File: config.mk
export PLATFORM = sky130hd
export DESIGN_NAME = softmax_row_scheduler
export DESIGN_NICKNAME = d
export VERILOG_FILES = /design/src/rtl/softmax_row_scheduler.sv
export SDC_FILE = /design/constraint.sdc
export NUM_CORES = 1
export LEC_CHECK = 0
export ABC_AREA = 1
export ABC_CLOCK_PERIOD_IN_PS = 6580
export BUFFER_PORTS_ARGS = -buffer_cell sky130_fd_sc_hd__buf_2
export CAP_MARGIN = 40
export CORE_MARGIN = 3
export CORE_UTILIZATION = 30
export DETAILED_ROUTE_END_ITERATION = 7
export HOLD_SLACK_MARGIN = 0.05
export PLACE_DENSITY = 0.57
export SLEW_MARGIN = 20
export SYNTH_ARGS = -nofsm -noshare
export SYNTH_HDL_FRONTEND = slang
export SYNTH_SLANG_ARGS = --single-unit
File: constraint.sdc
create_clock -name i_clk -period 6.58 [get_ports i_clk]
set_input_delay 0.658 -clock i_clk [delete_from_list [all_inputs] [get_ports i_clk]]
set_output_delay 0.658 -clock i_clk [all_outputs]
set_load 0.02 [all_outputs]
File: src/rtl/softmax_row_scheduler.sv
// Row issue/return scheduler for one attention tile: issues ROWS row requests to the
// quantize/softmax datapath, bounds rows in flight to MAX_OUT, and checks result ordering.
module softmax_row_scheduler #(
  parameter int ROWS    = 32,
  parameter int MAX_OUT = 4,
  parameter int SHIFT_W = 3,
  localparam int IDX_W  = $clog2(ROWS),
  localparam int OUT_W  = $clog2(MAX_OUT + 1)
) (
  input  logic               i_clk,
  input  logic               i_rst_n,
  input  logic               i_start,
  input  logic [SHIFT_W-1:0] i_shift,
  output logic               o_busy,
  output logic               o_row_valid,
  output logic [IDX_W-1:0]   o_row_idx,
  output logic [SHIFT_W-1:0] o_shift,
  input  logic               i_row_ready,
  input  logic               i_res_valid,
  input  logic [IDX_W-1:0]   i_res_idx,
  output logic               o_res_ready,
  output logic [OUT_W-1:0]   o_outstanding,
  output logic               o_done,
  output logic               o_err
);

  typedef enum logic [1:0] {IDLE, ISSUE, DRAIN, DONE} state_t;

  state_t             state_reg, state_next;
  logic [IDX_W-1:0]   issue_idx_reg, issue_idx_next;
  logic [IDX_W-1:0]   exp_idx_reg, exp_idx_next;
  logic [OUT_W-1:0]   outstanding_reg, outstanding_next;
  logic [SHIFT_W-1:0] shift_reg, shift_next;
  logic               err_reg, err_next;

  logic busy;
  logic row_valid;
  logic issue_hs;
  logic result_hs;
  logic spurious;

  always_ff @(posedge i_clk or negedge i_rst_n) begin
    if (!i_rst_n) begin
      state_reg       <= IDLE;
      issue_idx_reg   <= '0;
      exp_idx_reg     <= '0;
      outstanding_reg <= '0;
      shift_reg       <= '0;
      err_reg         <= 1'b0;
    end else begin
      state_reg       <= state_next;
      issue_idx_reg   <= issue_idx_next;
      exp_idx_reg     <= exp_idx_next;
      outstanding_reg <= outstanding_next;
      shift_reg       <= shift_next;
      err_reg         <= err_next;
    end
  end

  // Valid is decoded from registered state only; outstanding never rises without a
  // handshake, so once valid is up it cannot drop before its row is accepted.
  always_comb begin
    busy      = (state_reg != IDLE);
    row_valid = (state_reg == ISSUE) && (outstanding_reg < OUT_W'(MAX_OUT));
    issue_hs  = row_valid && i_row_ready;
    result_hs = busy && i_res_valid && (outstanding_reg != '0);
    spurious  = busy && i_res_valid && (outstanding_reg == '0);
  end

  always_comb begin
    state_next       = state_reg;
    issue_idx_next   = issue_idx_reg;
    exp_idx_next     = exp_idx_reg;
    outstanding_next = outstanding_reg;
    shift_next       = shift_reg;
    err_next         = err_reg;

    if (issue_hs) begin
      issue_idx_next = issue_idx_reg + IDX_W'(1);
    end

    // A mis-tagged result still counts as returned so the tile can finish.
    if (result_hs) begin
      exp_idx_next = exp_idx_reg + IDX_W'(1);
      if (i_res_idx != exp_idx_reg) begin
        err_next = 1'b1;
      end
    end

    if (spurious) begin
      err_next = 1'b1;
    end

    case ({issue_hs, result_hs})
      2'b10:   outstanding_next = outstanding_reg + OUT_W'(1);
      2'b01:   outstanding_next = outstanding_reg - OUT_W'(1);
      default: outstanding_next = outstanding_reg;
    endcase

    case (state_reg)
      IDLE: begin
        if (i_start) begin
          shift_next       = i_shift;
          err_next         = 1'b0;
          issue_idx_next   = '0;
          exp_idx_next     = '0;
          outstanding_next = '0;
          state_next       = ISSUE;
        end
      end
      ISSUE: begin
        if (issue_hs && (issue_idx_reg == IDX_W'(ROWS - 1))) begin
          state_next = DRAIN;
        end
      end
      DRAIN: begin
        if (result_hs && (exp_idx_reg == IDX_W'(ROWS - 1))) begin
          state_next = DONE;
        end
      end
      DONE: begin
        state_next = IDLE;
      end
      default: begin
        state_next = IDLE;
      end
    endcase
  end

  assign o_busy        = busy;
  assign o_row_valid   = row_valid;
  assign o_row_idx     = issue_idx_reg;
  assign o_shift       = shift_reg;
  assign o_res_ready   = busy;
  assign o_outstanding = outstanding_reg;
  assign o_done        = (state_reg == DONE);
  assign o_err         = err_reg;

endmodule

# [Word-level counts from Yosys, hierarchy flattened]
# Index checks and enable logic that the tools add are counted.
[totals] regBits=19 in_bits=13 wordCells=53
[classes] addsub=4 n_lt_le_gt_ge=1 eq_ne=11 mux=18 reduce_logical=13
[ops] op="5-bit two-way mux" n=6
[ops] op="5-bit by 1-bit adder with 5-bit output (second input constant)" n=2
[ops] op="5-bit == test (second input constant)" n=2
[ops] op="2-bit one-hot mux with 4 select lines" n=1
[ops] op="1-bit logical AND" n=7
[ops] op="2-bit == test (second input constant)" n=3
[ops] op="2-bit two-way mux" n=3
[ops] op="3-bit two-way mux" n=2
[ops] op="3-bit one-hot mux with 2 select lines" n=1
[ops] op="1-bit two-way mux" n=5
[ops] op="5-bit inequality test" n=1
[ops] op="2-bit by 1-bit == test with 1-bit output (second input constant)" n=2
[ops] op="2-bit inequality test (second input constant)" n=2
[ops] op="3-bit by 1-bit adder with 3-bit output (second input constant)" n=1
[ops] op="3-bit zero test" n=1
[ops] op="3-bit less-than comparator (second input constant)" n=1
[ops] op="3-bit AND reduction" n=1
[ops] op="3-bit nonzero test" n=1
[ops] op="3-bit by 1-bit subtractor with 3-bit output (second input constant)" n=1
[ops] op="2-bit zero test" n=1
[ops] op="2-bit by 1-bit inequality test with 1-bit output (second input constant)" n=1
[ops] op="2-bit AND reduction" n=1
[ops] op="2-bit nonzero test" n=1

# [Logic depth before layout (Yosys ltp)]
[logic_depth] ltp_word=7 ltp_mapped=12 depth_no_buf=12

# [Least setup slack after synthesis]
# Ideal clock, no wire load.
[synth_timing] path_type="reg2reg" start="reg state_reg[0]" end="reg outstanding_reg[2], in the netlist o_outstanding[2]" setup_ns=0.126 arrival_time_ns=1.933 setup_slack_ns=4.521 path_stages_with_launch=13 period_less_slack_ns=2.059 cell_sequence="dfrtp_1 -> inv_1 -> ha_1 -> nor2_4 -> nand2_4 -> inv_2 -> ha_1 -> inv_1 -> fa_1 -> a21oi_1 -> o21ai_0 -> o21ai_0 -> a21oi_1"
[synth_via] elab_chain_cells=7
[synth_rtl] item="from (decl)" line="29" source="state_t state_reg, state_next;"
[synth_rtl] item="from (signal assigned)" line="51" source="state_reg <= state_next;"
[synth_rtl] item="2-bit by 1-bit == test with 1-bit output or 2-bit nonzero test (tied branches)" line="64, 63"
[synth_rtl] item="1-bit logical AND (on tied branches)" line="64, 66"
[synth_rtl] item="1-bit logical AND (on tied branches)" line="65, 66"
[synth_rtl] item="2-bit by 1-bit == test with 1-bit output or 2-bit == test (tied branches)" line="94" source="case ({issue_hs, result_hs})"
[synth_rtl] item="3-bit one-hot mux with 2 select lines" line="94"
[synth_rtl] item="3-bit two-way mux" line="102" source="if (i_start) begin"
[synth_rtl] item="3-bit two-way mux (*)" line="100" source="case (state_reg)"
[synth_rtl] item="named net outstanding_next[2]" line="32" source="logic [OUT_W-1:0] outstanding_reg, outstanding_next;"
[synth_rtl] item="to (signal assigned)" line="54" source="outstanding_reg <= outstanding_next;"
[synth_rtl] item="to (decl)" line="32"
# Mark *: on every way through the listed nets, which the timed path passes. The rest lies on a longest branch.
# A chain may end at the register's enable or synchronous reset.

# [Worst setup path after layout]
# Ends and elaborated chain as after synthesis.

==> impl_metrics.sql <==
INSERT INTO impl_metrics (metric_group, metric, value, unit) VALUES
('clocking', 'clock_insertion_delay_worst_skew', '0.26', 'ns'),
('run_status', 'outcome', 'completed', ''),
('synthesis', 'ys_async_rst_share', '1.00', ''),
('routing', 'finalWirelength', '2470', 'µm'),
('power_and_ir_drop', 'power_leakage', '0.773', 'nW'),
('sta', 'final_period_minus_worst_setup_slack', '2.24', 'ns'),
('clocking', 'postCtsSetupRepairBufs', '0', ''),
('clocking', 'max-clock-path-buffers', '2', ''),
('synthesis', 'syn-cell-area', '0.00117', 'mm²'),
('die', 'floorplan.die.height', '68.4', 'µm'),
('routing', 'detailed_route_vias_per_instance', '4.29', ''),
('grt', 'vias_in_the_first_global_route', '966', ''),
('critical_path', 'cp.arrival', '2.38', 'ns'),
('clocking', 'clockRootBuffer', 'sky130_fd_sc_hd__clkbuf_8', ''),
('layout', 'seqCellArea', '475', 'µm²'),
('sta', 'final-hold-violation-count', '0', ''),
('synthesis', 'synth_sequential_area_ratio', '0.406', ''),
('routing', 'via_count', '962', ''),
('synthesis', 'yosysWarnings', '0', ''),
('synthesis', 'synth_fp_nets', '169', ''),
('synthesis', 'yosys_most_used_dff', 'sky130_fd_sc_hd__dfrtp_1', ''),
('synthesis', 'synth.ff_latch_count', '19', ''),
('place', 'pre_cts_ws', '4.31', 'ns'),
('grt', 'largest_net_degree_at_the_start_of_global_routing', '20', ''),
('grt', 'globalRouteOverflowTotal', '0', ''),
('synthesis', 'synth_enable_flop_cells', '0', ''),
('grt', 'grt_pass1_wl', '4350', 'µm'),
('sta', 'post-route-worst-setup-slack', '4.34', 'ns'),
('synthesis', 'syn-mean-instance-area', '8.01', 'µm²'),
('die', 'fp.dieArea', '0.00468', 'mm²'),
('grt', 'grt_antenna_before_repair', '0', ''),
('routing', 'drt.antenna.violating_nets', '0', ''),
('die', 'coreArea', '0.00372', 'mm²'),
('power_and_ir_drop', 'power-per-cell-area', '470', 'mW/mm²'),
('sta', 'finalSetupViolCount', '0', ''),
('critical_path', 'critical_path.max_fanout', '9', ''),
('min_path', 'min-delay-path-class', 'in2async', ''),
('clocking', 'clk_transition_reported_paths', '0.07', 'ns'),
('layout', 'share_of_cells_above_drive_strength_1', '0.250', ''),
('routing', 'detailedRoute.firstPassIterationCount', '4', ''),
('layout', 'n_fill_cell', '413', ''),
('die', 'initial_utilization', '0.315', ''),
('clocking', 'cts_tree', 'yes', ''),
('place', 'gp_congestion', '0.735', ''),
('place', 'place.detailed.hpwl', '1920', 'µm'),
('sta', 'period_share', '0.340', ''),
('routing', 'drt-wirelength-per-cell', '11.0', 'µm'),
('sta', 'max-slew-margin-rel', '0.705', ''),
('die', 'fp-row-count', '22', ''),
('synthesis', 'yosysUniqueCellTypes', '23', ''),
('clocking', 'tritoncts_buffers', '3', ''),
('layout', 'multiInputGateArea', '566', 'µm²'),
('sta', 'fmax', '447', 'MHz'),
('die', 'io-pin-count', '29', ''),
('place', 'port_buffer_cells', '28', ''),
('routing', 'drc', '0', ''),
('sta', 'grt_setup_unrepaired', 'no', ''),
('clocking', 'cts_hold_buf', '0', ''),
('power_and_ir_drop', 'ir_worst_vdd', '159', 'µV'),
('sta', 'drv_slew', '0', ''),
('die', 'die_width', '68.4', 'µm'),
('grt', 'global_route.usage.total', '0.126', ''),
('power_and_ir_drop', 'design_power_total', '0.000659', 'W'),
('routing', 'drt_iter0_markers', '14', ''),
('sta', 'worst_slew_pin_slew', '0.442', 'ns'),
('critical_path', 'crit_type', 'reg2reg', ''),
('clocking', 'cts-htree-levels', '1', ''),
('critical_path', 'cp_data_required_time', '6.72', 'ns'),
('critical_path', 'startpoint_type', 'flop', ''),
('clocking', 'cts.sinks', '19', ''),
('run', 'max_cap_viols', '0', ''),
('sta', 'tns', '0', 'ns'),
('layout', 'nets', '200', ''),
('clocking', 'post_cts.resized_instances', '0', ''),
('layout', 'area.growth.synth_to_final', '19.9', '%'),
('layout', 'antennaDiodeCount', '0', ''),
('sta', 'finClkSkew', '0.00565', 'ns'),
('critical_path', 'cp-end-kind', 'flop', ''),
('synthesis', 'post_synth_inst_count', '146', '');
## path summary, 6_finish.rpt
check | startpoint | to | slack, ns | cells after the start
max reg2reg | state_reg[0]$_DFFE_PN0P_ | o_outstanding[2]$_DFF_PN0_ | 4.34 | 12
max | state_reg[0]$_DFFE_PN0P_ | o_outstanding[2]$_DFF_PN0_ | 4.34 | 12
min | i_rst_n | state_reg[0]$_DFFE_PN0P_ | 0.33 | 1
min in group i_clk | o_shift[2]$_DFFE_PN0P_ | o_shift[2]$_DFFE_PN0P_ | 0.48 | 2
max in group asynchronous | i_rst_n | o_shift[0]$_DFFE_PN0P_ | 5.93 | 1
min reg2reg | o_shift[2]$_DFFE_PN0P_ | o_shift[2]$_DFFE_PN0P_ | 0.48 | 2
## cells by family (layout without fill, tap and decap cells)
kind of cell	after synthesis	count (layout)	share of synthesized area
simple gates	57	57	0.228
flops	19	19	0.406
xor+xnor	2	2	0.0150
compound gates	25	25	0.127
buf+inv	33	63	0.110
fa+ha+maj	10	10	0.113
## layout make-up
cell class,count,area share
clock buffers,4,0.0321
inverters,31,0.0830
multi-input cells,94,0.403
flip-flops and latches,19,0.339
well taps,48,0.0428
repair buffers,28,0.0999
## worst max-delay path, cell delays in order, from the launching register on
cell and delay [ns]:
sky130_fd_sc_hd__dfrtp_1 0.37, sky130_fd_sc_hd__inv_1 0.08, sky130_fd_sc_hd__ha_1 0.26, sky130_fd_sc_hd__nor2_4 0.16, sky130_fd_sc_hd__nand2_4 0.10, sky130_fd_sc_hd__inv_2 0.09, sky130_fd_sc_hd__ha_1 0.14, sky130_fd_sc_hd__inv_1 0.06
sky130_fd_sc_hd__fa_1 0.38, sky130_fd_sc_hd__a21oi_1 0.15, sky130_fd_sc_hd__o21ai_0 0.11, sky130_fd_sc_hd__o21ai_0 0.15, sky130_fd_sc_hd__a21oi_1 0.06
## power by group
| group | switching (W) | leakage, nW | internal [W] |
|---|---|---|---|
| registers | 0.0000453 | 0.237 | 0.000171 |
| clock network | 0.0000390 | 0.0228 | 0.0000430 |
| logic | 0.000234 | 0.513 | 0.000127 |
## metal layers
layer,track usage,wire [µm]
met1,0.162,1250
met2,0.205,1080
met3,0.0296,123
met4,0.0447,17
met5,0,0
## through the flow
stage / hold slack, ns / instance area (µm²) / util / cells
after floorplan: 0.362 / 1170 / - / 146
after global placement: 0.463 / 1360 / 0.365 / 220
after detailed placement: 0.466 / 1360 / 0.365 / 220
after CTS: 0.356 / 1400 / 0.377 / 224
after global routing: 0.373 / 1400 / 0.377 / 224
final: 0.334 / 1400 / 0.377 / 224
## cell usage after synthesis, types with 4 or more instances
| cell | instances | area, µm² |
|---|---|---|
| sky130_fd_sc_hd__a21oi_1 | 9 | 45.0 |
| sky130_fd_sc_hd__inv_2 | 4 | 15.0 |
| sky130_fd_sc_hd__nor2_1 | 14 | 52.6 |
| sky130_fd_sc_hd__dfrtp_1 | 19 | 475 |
| sky130_fd_sc_hd__a211oi_1 | 4 | 30.0 |
| sky130_fd_sc_hd__o21ai_0 | 7 | 35.0 |
| sky130_fd_sc_hd__inv_1 | 27 | 101 |
| sky130_fd_sc_hd__ha_1 | 9 | 113 |
| sky130_fd_sc_hd__nand3_1 | 4 | 20.0 |
| sky130_fd_sc_hd__nand2_1 | 30 | 113 |
## cell usage in the layout, fill, tap and decap left out, drive strengths merged, types with 2 or more instances in the layout
master	synthesis	routed
a211oi	5	5
a21oi	9	9
a31oi	2	2
buf	2	28
clkbuf	0	4
dfrtp	19	19
ha	9	9
inv	31	31
nand2	32	32
nand3	6	6
nor2	17	17
nor3	2	2
o21ai	9	9
xor2	2	2
No activity file was read; power rests on OpenSTA's default activity.
